===== src/rtl/serial_bit_feeder_pkg.sv =====
// serial_bit_feeder_pkg: gray-coded FSM states and defaults shared with the detector family
package serial_bit_feeder_pkg;
    typedef enum logic [1:0] {
        ST_IDLE  = 2'b00,
        ST_SHIFT = 2'b01,
        ST_PAR   = 2'b11
    } state_t;
    localparam logic IDLE_LEVEL_DEF = 1'b0;
endpackage


===== src/rtl/serial_bit_feeder_if.sv =====
// serial_bit_feeder_if: parallel word valid/ready handshake into the feeder
interface serial_bit_feeder_if #(parameter int WIDTH = 8);
    logic [WIDTH-1:0] par_in;
    logic             par_valid;
    logic             par_ready;
    modport master (output par_in, par_valid, input par_ready);
    modport slave  (input par_in, par_valid, output par_ready);
endinterface


===== src/rtl/serial_bit_feeder_ser_shift_reg.sv =====
// ser_shift_reg: loadable shift register with elaboration-time direction and serial out
module ser_shift_reg #(
    parameter int WIDTH     = 8,
    parameter int MSB_FIRST = 1
) (
    input  logic             clk,
    input  logic             rst,
    input  logic             load,
    input  logic             shift_en,
    input  logic [WIDTH-1:0] d,
    output logic             q_out
);
    logic [WIDTH-1:0] q;
    // load wins over shift; the bit on q_out is the one currently being sent
    always_ff @(posedge clk or negedge rst) begin
        if (!rst) q <= '0;
        else      q <= load ? d : shift_en ? ((MSB_FIRST != 0) ? q << 1 : q >> 1) : q;
    end
    assign q_out = (MSB_FIRST != 0) ? q[WIDTH-1] : q[0];
endmodule


===== src/rtl/serial_bit_feeder.sv =====
// serial_bit_feeder: parallel-to-serial front end; define SER_PARITY_EN to append an even-parity bit
module serial_bit_feeder
    import serial_bit_feeder_pkg::*;
#(
    parameter int   WIDTH      = 8,
    parameter int   MSB_FIRST  = 1,
    parameter logic IDLE_LEVEL = IDLE_LEVEL_DEF
) (
    input  logic                clk,
    input  logic                rst,
    serial_bit_feeder_if.slave  par,
    output logic                d_out,
    output logic                bit_valid,
    output logic                frame_start,
    output logic                busy
);
    localparam int            CW   = $clog2(WIDTH);
    localparam logic [CW-1:0] LAST = CW'(WIDTH - 1);
    state_t        state, state_n;
    logic [CW-1:0] cnt;
    logic          last, ready, accept, load, shift_en, sr_out;
    assign last   = state == ST_SHIFT && cnt == LAST;
`ifdef SER_PARITY_EN
    logic par_bit;
    assign ready  = state == ST_IDLE || state == ST_PAR;
`else
    assign ready  = state == ST_IDLE || last;
`endif
    assign accept        = par.par_valid && ready;
    assign par.par_ready = ready;
    ser_shift_reg #(.WIDTH(WIDTH), .MSB_FIRST(MSB_FIRST)) u_sr (
        .clk      (clk),
        .rst      (rst),
        .load     (load),
        .shift_en (shift_en),
        .d        (par.par_in),
        .q_out    (sr_out)
    );
    // state register; unused code 2'b10 falls back to IDLE via the next-state default
    always_ff @(posedge clk or negedge rst) begin
        if (!rst) state <= ST_IDLE;
        else      state <= state_n;
    end
    // next state plus shift-register load/shift strobes; reloading on the last bit keeps frames gapless
    always_comb begin
        state_n  = ST_IDLE;
        load     = 1'b0;
        shift_en = 1'b0;
        case (state)
            ST_IDLE: begin
                state_n = accept ? ST_SHIFT : ST_IDLE;
                load    = accept;
            end
            ST_SHIFT: begin
                if (!last) begin
                    state_n  = ST_SHIFT;
                    shift_en = 1'b1;
                end else begin
`ifdef SER_PARITY_EN
                    state_n = ST_PAR;
`else
                    state_n = accept ? ST_SHIFT : ST_IDLE;
                    load    = accept;
`endif
                end
            end
`ifdef SER_PARITY_EN
            ST_PAR: begin
                state_n = accept ? ST_SHIFT : ST_IDLE;
                load    = accept;
            end
`endif
            default: state_n = ST_IDLE;
        endcase
    end
    // bit counter restarts on every load and parks at 0 when the stream goes idle
    always_ff @(posedge clk or negedge rst) begin
        if (!rst) cnt <= '0;
        else      cnt <= (load || state_n == ST_IDLE) ? '0 : shift_en ? cnt + CW'(1) : cnt;
    end
`ifdef SER_PARITY_EN
    // even parity of the word is captured alongside it so par_in is free after accept
    always_ff @(posedge clk or negedge rst) begin
        if (!rst) par_bit <= 1'b0;
        else      par_bit <= load ? ^par.par_in : par_bit;
    end
    assign bit_valid = state == ST_SHIFT || state == ST_PAR;
    assign d_out     = state == ST_SHIFT ? sr_out : state == ST_PAR ? par_bit : IDLE_LEVEL;
`else
    assign bit_valid = state == ST_SHIFT;
    assign d_out     = state == ST_SHIFT ? sr_out : IDLE_LEVEL;
`endif
    assign frame_start = state == ST_SHIFT && cnt == '0;
    assign busy        = bit_valid;
endmodule


===== src/flat_wrapper.sv =====
// flat-port wrapper written by rule: the top's interface ports become plain ports
module serial_bit_feeder_flat import serial_bit_feeder_pkg::*;
#(
    parameter int   WIDTH      = 8,
    parameter int   MSB_FIRST  = 1,
    parameter logic IDLE_LEVEL = IDLE_LEVEL_DEF
)
  (clk, rst, d_out, bit_valid, frame_start, busy, par_par_in, par_par_valid, par_par_ready);
  serial_bit_feeder_if #(.WIDTH(WIDTH)) par_i ();
  input  logic clk;
  input  logic rst;
  output logic d_out;
  output logic bit_valid;
  output logic frame_start;
  output logic busy;
  input wire logic [$bits(par_i.par_in)-1:0] par_par_in;
  input wire logic [$bits(par_i.par_valid)-1:0] par_par_valid;
  output wire logic [$bits(par_i.par_ready)-1:0] par_par_ready;
  assign par_i.par_in = par_par_in;
  assign par_i.par_valid = par_par_valid;
  assign par_par_ready = par_i.par_ready;
  serial_bit_feeder #(.WIDTH(WIDTH), .MSB_FIRST(MSB_FIRST), .IDLE_LEVEL(IDLE_LEVEL)) u_core (.clk(clk), .rst(rst), .par(par_i), .d_out(d_out), .bit_valid(bit_valid), .frame_start(frame_start), .busy(busy));
endmodule

===== config.mk =====
export PLATFORM = sky130hd
export DESIGN_NAME = serial_bit_feeder_flat
export DESIGN_NICKNAME = d
export VERILOG_FILES = /design/src/rtl/serial_bit_feeder_pkg.sv /design/src/rtl/serial_bit_feeder_if.sv /design/src/rtl/serial_bit_feeder_ser_shift_reg.sv /design/src/rtl/serial_bit_feeder.sv /design/src/flat_wrapper.sv
export SDC_FILE = /design/constraint.sdc
export NUM_CORES = 1
export LEC_CHECK = 0
export ABC_AREA = 0
export BUFFER_PORTS_ARGS = -buffer_cell sky130_fd_sc_hd__buf_2
export CORE_MARGIN = 4
export CORE_UTILIZATION = 45
export CTS_CLUSTER_SIZE = 25
export DETAILED_ROUTE_END_ITERATION = 10
export HOLD_SLACK_MARGIN = 0.05
export PLACE_DENSITY = 0.68
export REMOVE_ABC_BUFFERS = 1
export SYNTH_ARGS = -nofsm -noshare
export SYNTH_HDL_FRONTEND = slang
export SYNTH_SLANG_ARGS = --single-unit

===== constraint.sdc =====
create_clock -name clk -period 4.8 [get_ports clk]
set_clock_uncertainty 0.2 [all_clocks]
set_input_delay 0.24 -clock clk [delete_from_list [all_inputs] [get_ports clk]]
set_output_delay 0.24 -clock clk [all_outputs]
set_load 0.03 [all_outputs]

==> results of run 1 <==
## cell usage in the layout (no fill, tap or decap)
cell type and n:
clkbuf_4 3, clkbuf_8 1, dlygate4sd3_1 2, nor2_1 3, inv_1 2, nand2_1 1, mux2i_1 1, and2b_1 1
mux2_4 14, ha_1 3, dfrtp_1 12, buf_2 15, nand2b_2 1, and2_1 3, inv_4 1
## cell type report
class / instances / area share (%)
multi-input cells: 27 / 39.9
inverters: 3 / 1.78
repair buffers: 17 / 12.3
well taps: 15 / 2.43
clock buffers: 4 / 4.70
flip-flops and latches: 12 / 38.9
## critical path: stages (launching register included)
cell and delay (ps):
dfrtp_1 400, ha_1 200, ha_1 160, and2b_1 280, inv_4 110, buf_2 200
## path summary, 6_finish.rpt
| check | from | slack [ps] | cells past startpoint | to |
|---|---|---|---|---|
| setup / recovery | u_core.cnt[0] | 2740 | 5 | par_par_ready |
| hold / removal | par_par_in[1] | 120 | 3 | u_core.u_sr.q[1] |
| setup reg to reg | u_core.cnt[0] | 3020 | 5 | u_core.u_sr.q[3] |
| hold reg to reg | u_core.cnt[0] | 260 | 1 | u_core.cnt[0] |
| max in group asynchronous | rst | 3990 | 2 | u_core.u_sr.q[5] |
| min in group asynchronous | rst | 190 | 2 | u_core.cnt[2] |
## metal layers
layer	vias up	track usage (%)
met1	166	15.5
met3	0	3.95
met4	0	8.52
met2	13	14.5
met5	-	0
li1	183	-
## metrics by stage
stage          instances  setup slack [ps]  area (sq um)  power, uW  util, %
2_1_floorplan         42              3070           622        317        -
3_3_place_gp          72              3070           716        358     54.3
3_5_place_dp          72              3020           716        362     54.3
4_1_cts               78              2710           772        445     58.6
5_1_grt               78              2630           772        465     58.6
6_report              78              2740           772        440     58.6
## kinds of logic (layout without fill, tap and decap cells)
family	count (synthesis)	after routing	synth area share [%]
buffers and inverters	5	24	5.08
and+or+nand+nor	9	9	7.81
DFF	12	12	46.9
adders and majority gates	3	3	5.86
muxes	15	15	34.4
## sequential cells by signal (all words and copies together) (netlist names)
register,cells
u_core.u_sr.q,8
u_core.cnt,3
u_core.state,1
## where the power goes
group	internal (uW)	switching [uW]	total, uW
Sequential	140	24.5	164
Clock	46.1	34.6	80.7
Combinational	103	91.8	195
==> flow_summary.yaml, run 1 <==
place:
  dp_hpwl_um: 744
  gp_congestion: 0.664
  numPortBuffers: 15
sta:
  setup_violations: 0
  relSlewSlack_pct: 81.1
  fmax_mhz: 485
  post-route-period-util_pct: 43.0
  tightest_slew_ps: 284
  fin_crit_ps: 2060
  finalSetupTns_ps: 0
  rsz0062_at_grt: "no"
  drv_slew: 0
  whs_ps: 120
  hold_violations: 0
drt:
  via_count: 362
  wl_met2_um: 437
  wl_per_cell_um: 13.1
  dr.max_layer_used: "met3"
  wl_met3_um: 75
  ant_nets: 0
  remaining_drc_errors: 0
  wl_met1_um: 510
  drt_iter0_markers: 0
  routed_wl_mm: 1.02
  firstDrtPassIters: 1
  viasPerCell: 4.64
yosys:
  synth.area.top_cells: "dfrtp_1 (47%), mux2_4 (33%), ha_1 (5.9%)"
  ys_warn_count: 0
  synth_seq_cells: 12
  syn_avg_cell_area_sq_um: 14.6
  synth_cell_types: 13
  synth_commonest_cells: "mux2_4 (14), dfrtp_1 (12), and2_1 (3), ha_1 (3), nor2_1 (3)"
  yosys.area.top_type: "dfrtp_1"
  synth_area_sq_um: 641
  synthCells: 44
  synth.top_cell.area_share_pct: 46.9
  synth_ff_type: "dfrtp_1"
  ys_seq_area_share_pct: 46.9
  ys_async_sr_fraction_pct: 100
  yosysMostFrequentCell: "mux2_4"
  synth_edf_count: 0
clock_network:
  post_cts_buffers: 0
  cts_resized: 0
  max-clock-path-buffers: 2
  clk_pin_slew_ps: 80
  root_buffer: "clkbuf_4"
  ctsHtreeMaxLevel: 1
  numCtsBuffers: 3
  cts_tree: "yes"
  cts.sinks: 12
  cts_hold_buffers: 2
  clk_latency_ps: 270
finish:
  multiInputGateArea_sq_um: 308
  seqCellArea_sq_um: 300
  syn_to_final_growth_pct: 20.5
  fill_cells: 104
  drive_gt1_share_pct: 55.6
  nets: 78
  antenna_cells: 0
global_route:
  grt_pass1_wl_mm: 1.61
  overflow: 0
  grt_usage_pct: 11.4
  grt_max_degree: 13
  grt_pass1_vias: 373
  antenna_found_initial: 0
critical_path:
  crit_type: "flip-flop to output pin"
  cp_max_fo: 10
  cp.arrival_ps: 1620
  worst_setup_path_start_kind: "flip-flop"
  end_kind: "output pin"
  critical_path_required_ps: 4360
flow_run:
  drv_cap: 0
power_and_ir_drop:
  ir_worst_vdd_v: 0.000257
  powerDensity_nw_per_um2: 570
  cellLeakagePower_uw: 0.000412
hold_path:
  hold_class: "primary input to flip-flop"
run_status:
  status: "completed"
floorplan:
  start_util_pct: 48.6
  rows: 13
  dieArea_sq_um: 2090
  die_height_um: 45.7
  coreArea_sq_um: 1320
  ios: 16
  die_x_um: 45.7
(Power assumes the default switching activity.)
==> run 2: changes to the inputs <==
clock period = 2 ns   (was 4.8 ns; I/O delays follow)
==> run 2 against run 1 <==
Cell count grew 9.0%; critical path depth stayed put; critical path type unchanged; combinational power increased by 140%; clock power rose by 80%; worst hold slack worse by 54 ps; non-clock buffer count is 8 higher; sequential power is 140% higher; worst setup slack worse by 2600 ps; flip-flop and latch count did not move; final area is 8.8% higher; die area stayed put; register-to-register slack lost 2700 ps.
==> flow_summary.yaml, run 2 (synthesis gave the netlist of run 1 again) <==
run_status:
  status: "completed"
clock_network:
  clk_latency_ps: 270
  cts_tree: "yes"
  root_buffer: "clkbuf_4"
  post_cts_buffers: 0
  clk_pin_slew_ps: 70
  numCtsBuffers: 3
  ctsHtreeMaxLevel: 1
  max-clock-path-buffers: 2
  cts.sinks: 12
power_and_ir_drop:
  total_power_uw: 1010
  cellLeakagePower_uw: 0.000438
  ir_worst_vdd_v: 0.000656
  powerDensity_nw_per_um2: 1210
finish:
  top_register: "u_core.u_sr.q"
  multiInputGateArea_sq_um: 309
  final_common_cell: "buf_2"
  seqCellArea_sq_um: 300
  layout_common_cells: "buf_2 (15), mux2_4 (14), dfrtp_1 (12)"
  nets: 86
  antenna_cells: 0
  largest_reg_flops: 8
  syn_to_final_growth_pct: 31.1
  top_regs: "u_core.u_sr.q x8, u_core.cnt x3, u_core.state x1"
  fin_area_sq_um: 840
  fill_cells: 94
  drive_gt1_share_pct: 50.0
sta:
  setup_violations: 0
  fmax_mhz: 538
  post-route-period-util_pct: 93.0
  tightest_slew_ps: 538
  relSlewSlack_pct: 64.0
  finalSetupTns_ps: 0
  whs_ps: 66.4
  setup_ws_ps: 141
  rsz0062_at_grt: "no"
  fin_crit_ps: 1860
  drv_slew: 0
  hold_violations: 0
global_route:
  grt_max_degree: 13
  overflow: 0
  grt_pass1_vias: 424
  grt_usage_pct: 13.4
  antenna_found_initial: 0
  grt_pass1_wl_mm: 1.88
floorplan:
  dieArea_sq_um: 2090
  start_util_pct: 48.6
  rows: 13
  die_x_um: 45.7
  coreArea_sq_um: 1320
  ios: 16
  die_height_um: 45.7
hold_path:
  hold_depth: 2
  hold_class: "primary input to flip-flop"
  hold_end: "u_core.state[0]"
  hold_start: "par_par_valid"
place:
  numPortBuffers: 15
  postPlaceCellArea_sq_um: 716
  gp_congestion: 0.663
  dp_hpwl_um: 759
  place_ws_ps: 225
flow_run:
  drv_cap: 0
critical_path:
  worst_setup_path_start_kind: "flip-flop"
  end_kind: "output pin"
  cp_max_fo: 10
  r2r_start: "u_core.cnt[0]"
  reg2regPathDepth: 5
  r2r_end: "u_core.u_sr.q[4]"
  cp.arrival_ps: 1560
  r2r_slack_ps: 280
  critical_path_required_ps: 1700
  crit_type: "flip-flop to output pin"
drt:
  via_count: 395
  ant_nets: 0
  remaining_drc_errors: 0
  firstDrtPassIters: 2
  viasPerCell: 4.65
  routed_wl_mm: 1.10
  wl_per_cell_um: 13.0
  drt_iter0_markers: 2
run 2: layout make-up:
| cell class | count | area share (%) |
|---|---|---|
| tap | 15 | 2.24 |
| timing repair buffer | 25 | 20.9 |
| multi-input combinational | 27 | 36.8 |
| sequential | 12 | 35.8 |
| inverter | 3 | 1.64 |
| clock buffer | 3 | 2.68 |
run 2: per-stage QoR:
stage,util [%],std cells
floorplan,-,42
global placement,54.3,72
detailed placement,54.3,72
CTS,63.6,85
global route,63.7,85
finish,63.7,85
run 2: worst max-delay path by stage:
| stage | start | end | cells past startpoint |
|---|---|---|---|
| after floorplan | u_core.cnt[0] | u_core.u_sr.q[1] | 5 |
| after global placement | u_core.cnt[0] | u_core.u_sr.q[4] | 5 |
| after detailed placement | u_core.cnt[0] | u_core.u_sr.q[6] | 5 |
| after CTS | u_core.cnt[0] | par_par_ready | 5 |
| after global routing | u_core.cnt[0] | par_par_ready | 5 |
| final | u_core.cnt[0] | par_par_ready | 5 |
run 2: power breakdown:
part / internal (uW) / switching (uW)
combinational: 259 / 218
clock: 69.5 / 75.4
sequential: 335 / 55.9
run 2: critical path, cell delays in order (launching register included):
cell and delay [ps]:
dfrtp_1 400, ha_1 200, ha_1 170, and2b_2 250
inv_4 90, buf_2 190
run 2: what timing repair did:
action	CTS	global route
resized for setup	0	1
hold buffers	10	0
endpoints found under the hold margin	20	0
setup endpoints to repair	0	1
run 2: routing by layer:
metal	global-route usage (%)	wire (um)	up-vias
li1	-	-	200
met1	17.3	507	180
met2	19.5	512	15
met3	5.14	83	0
met4	6.82	0	0
met5	0	0	-
==> run 3: changes to the inputs <==
RECOVER_POWER = 25   (was default)
==> run 3 against run 2 <==
Global-route usage unchanged; core utilization fell by 0.28 points; register-to-register slack hardly changed.
==> flow_summary.yaml, run 3 (synthesis gave the netlist of run 1 again) <==
sta:
  finalSetupTns_ps: 0
  rsz0062_at_grt: "no"
  fin_crit_ps: 1860
  post-route-period-util_pct: 93.0
  tightest_slew_ps: 538
  setup_violations: 0
  relSlewSlack_pct: 64.0
  fmax_mhz: 538
  whs_ps: 66.5
  drv_slew: 0
  hold_violations: 0
clock_network:
  cts_tree: "yes"
  numCtsBuffers: 3
  cts.sinks: 12
  clk_pin_slew_ps: 70
  root_buffer: "clkbuf_4"
  max-clock-path-buffers: 2
  post_cts_buffers: 0
  ctsHtreeMaxLevel: 1
  clk_latency_ps: 270
power_and_ir_drop:
  p_sw_share_pct: 34.8
  pwr-share-seq_pct: 38.9
  powerDensity_nw_per_um2: 1210
  ir_worst_vdd_v: 0.000656
  internal_power_uw: 657
  comb_power_share_pct: 46.8
  cellLeakagePower_uw: 0.000432
  switchingPower_uw: 351
  clock_power_share_pct: 14.4
floorplan:
  die_height_um: 45.7
  dieArea_sq_um: 2090
  start_util_pct: 48.6
  coreArea_sq_um: 1320
  rows: 13
  ios: 16
  die_x_um: 45.7
hold_path:
  hold_class: "primary input to flip-flop"
place:
  numPortBuffers: 15
  gp_congestion: 0.663
  postPlaceCellArea_sq_um: 716
  dp_hpwl_um: 759
  dp.cells: 72
critical_path:
  worstPathCellList: "ha_1, ha_1, and2b_2, inv_4, buf_2"
  slowest_stage: "dfrtp_1"
  cpMostUsedCell: "ha_1"
  cp_max_fo: 10
  critPathMaxStageDelay_ps: 400
  worst_setup_path_start_kind: "flip-flop"
  crit_type: "flip-flop to output pin"
  cp.arrival_ps: 1560
  end_kind: "output pin"
  critical_path_required_ps: 1700
finish:
  largest_reg_flops: 8
  nets: 86
  top_regs: "u_core.u_sr.q x8, u_core.cnt x3, u_core.state x1"
  final_common_cell: "mux2_4"
  layout_common_cells: "mux2_4 (14), buf_2 (12), dfrtp_1 (12)"
  fin_area_sq_um: 836
  antenna_cells: 0
  top_register: "u_core.u_sr.q"
  stdcell_count: 85
  drive_gt1_share_pct: 45.7
  syn_to_final_growth_pct: 30.5
drt:
  remaining_drc_errors: 0
  routed_wl_mm: 1.11
  ant_nets: 0
  wl_per_cell_um: 13.1
  via_count: 395
  firstDrtPassIters: 2
  drt_iter0_markers: 2
  viasPerCell: 4.65
global_route:
  antenna_found_initial: 0
  grt_pass1_vias: 424
  grt_usage_pct: 13.4
  grt_pass1_wl_mm: 1.88
  grt_max_degree: 13
  overflow: 0
run_status:
  status: "completed"
flow_run:
  drv_cap: 0
run 3: power groups by stage:
stage / clock, uW / sequential (uW) / combinational [uW]
3_3_place_gp: 0 / 395 / 463
3_5_place_dp: 0 / 400 / 467
5_1_grt: 158 / 404 / 520
2_1_floorplan: 0 / 398 / 362
6_report: 145 / 392 / 471
4_1_cts: 152 / 395 / 483
run 3: repair_timing:
item                       4_1_cts  5_1_grt
setup endpoints to repair        0        1
resized for setup                0        1
hold endpoints to repair        20        0
hold buffers                    10        0
run 3: worst paths after layout:
kind,slack [ps],endpoint,cells past startpoint,start
worst min-delay path,70,u_core.state[0],2,par_par_valid
worst max register to register,280,u_core.u_sr.q[4],5,u_core.cnt[0]
min in group asynchronous,670,u_core.u_sr.q[7],3,rst
worst min register to register,260,u_core.cnt[0],1,u_core.cnt[0]
max in group asynchronous,570,u_core.cnt[2],3,rst
worst max-delay path,140,par_par_ready,5,u_core.cnt[0]
run 3: area by class of cell:
| class | count | area (sq um) |
|---|---|---|
| repair buffers | 25 | 171 |
| fillers | 96 | 482 |
| inverters | 3 | 13.8 |
| flip-flops and latches | 12 | 300 |
| well taps | 15 | 18.8 |
| multi-input cells | 27 | 309 |
| clock buffers | 3 | 22.5 |
run 3: critical path, delay by kind of cell, from the launching register on:
family / cells / cell delay (ps)
fa+ha+maj: 2 / 370
buf+inv: 2 / 280
flops: 1 / 400
simple gates: 1 / 250
run 3: per-layer routing:
layer / share of wire (%) / GRT usage, %
met2: 46 / 19.5
met3: 7.7 / 5.14
met1: 46 / 17.3
met4: 0 / 6.82
met5: 0 / 0
run 3: metrics by stage:
stage	worst slack [ps]	power, uW	util (%)
2_1_floorplan	273	760	-
3_3_place_gp	274	858	54.3
3_5_place_dp	225	867	54.3
4_1_cts	63.8	1030	63.6
5_1_grt	36.6	1080	63.4
6_report	140	1010	63.4
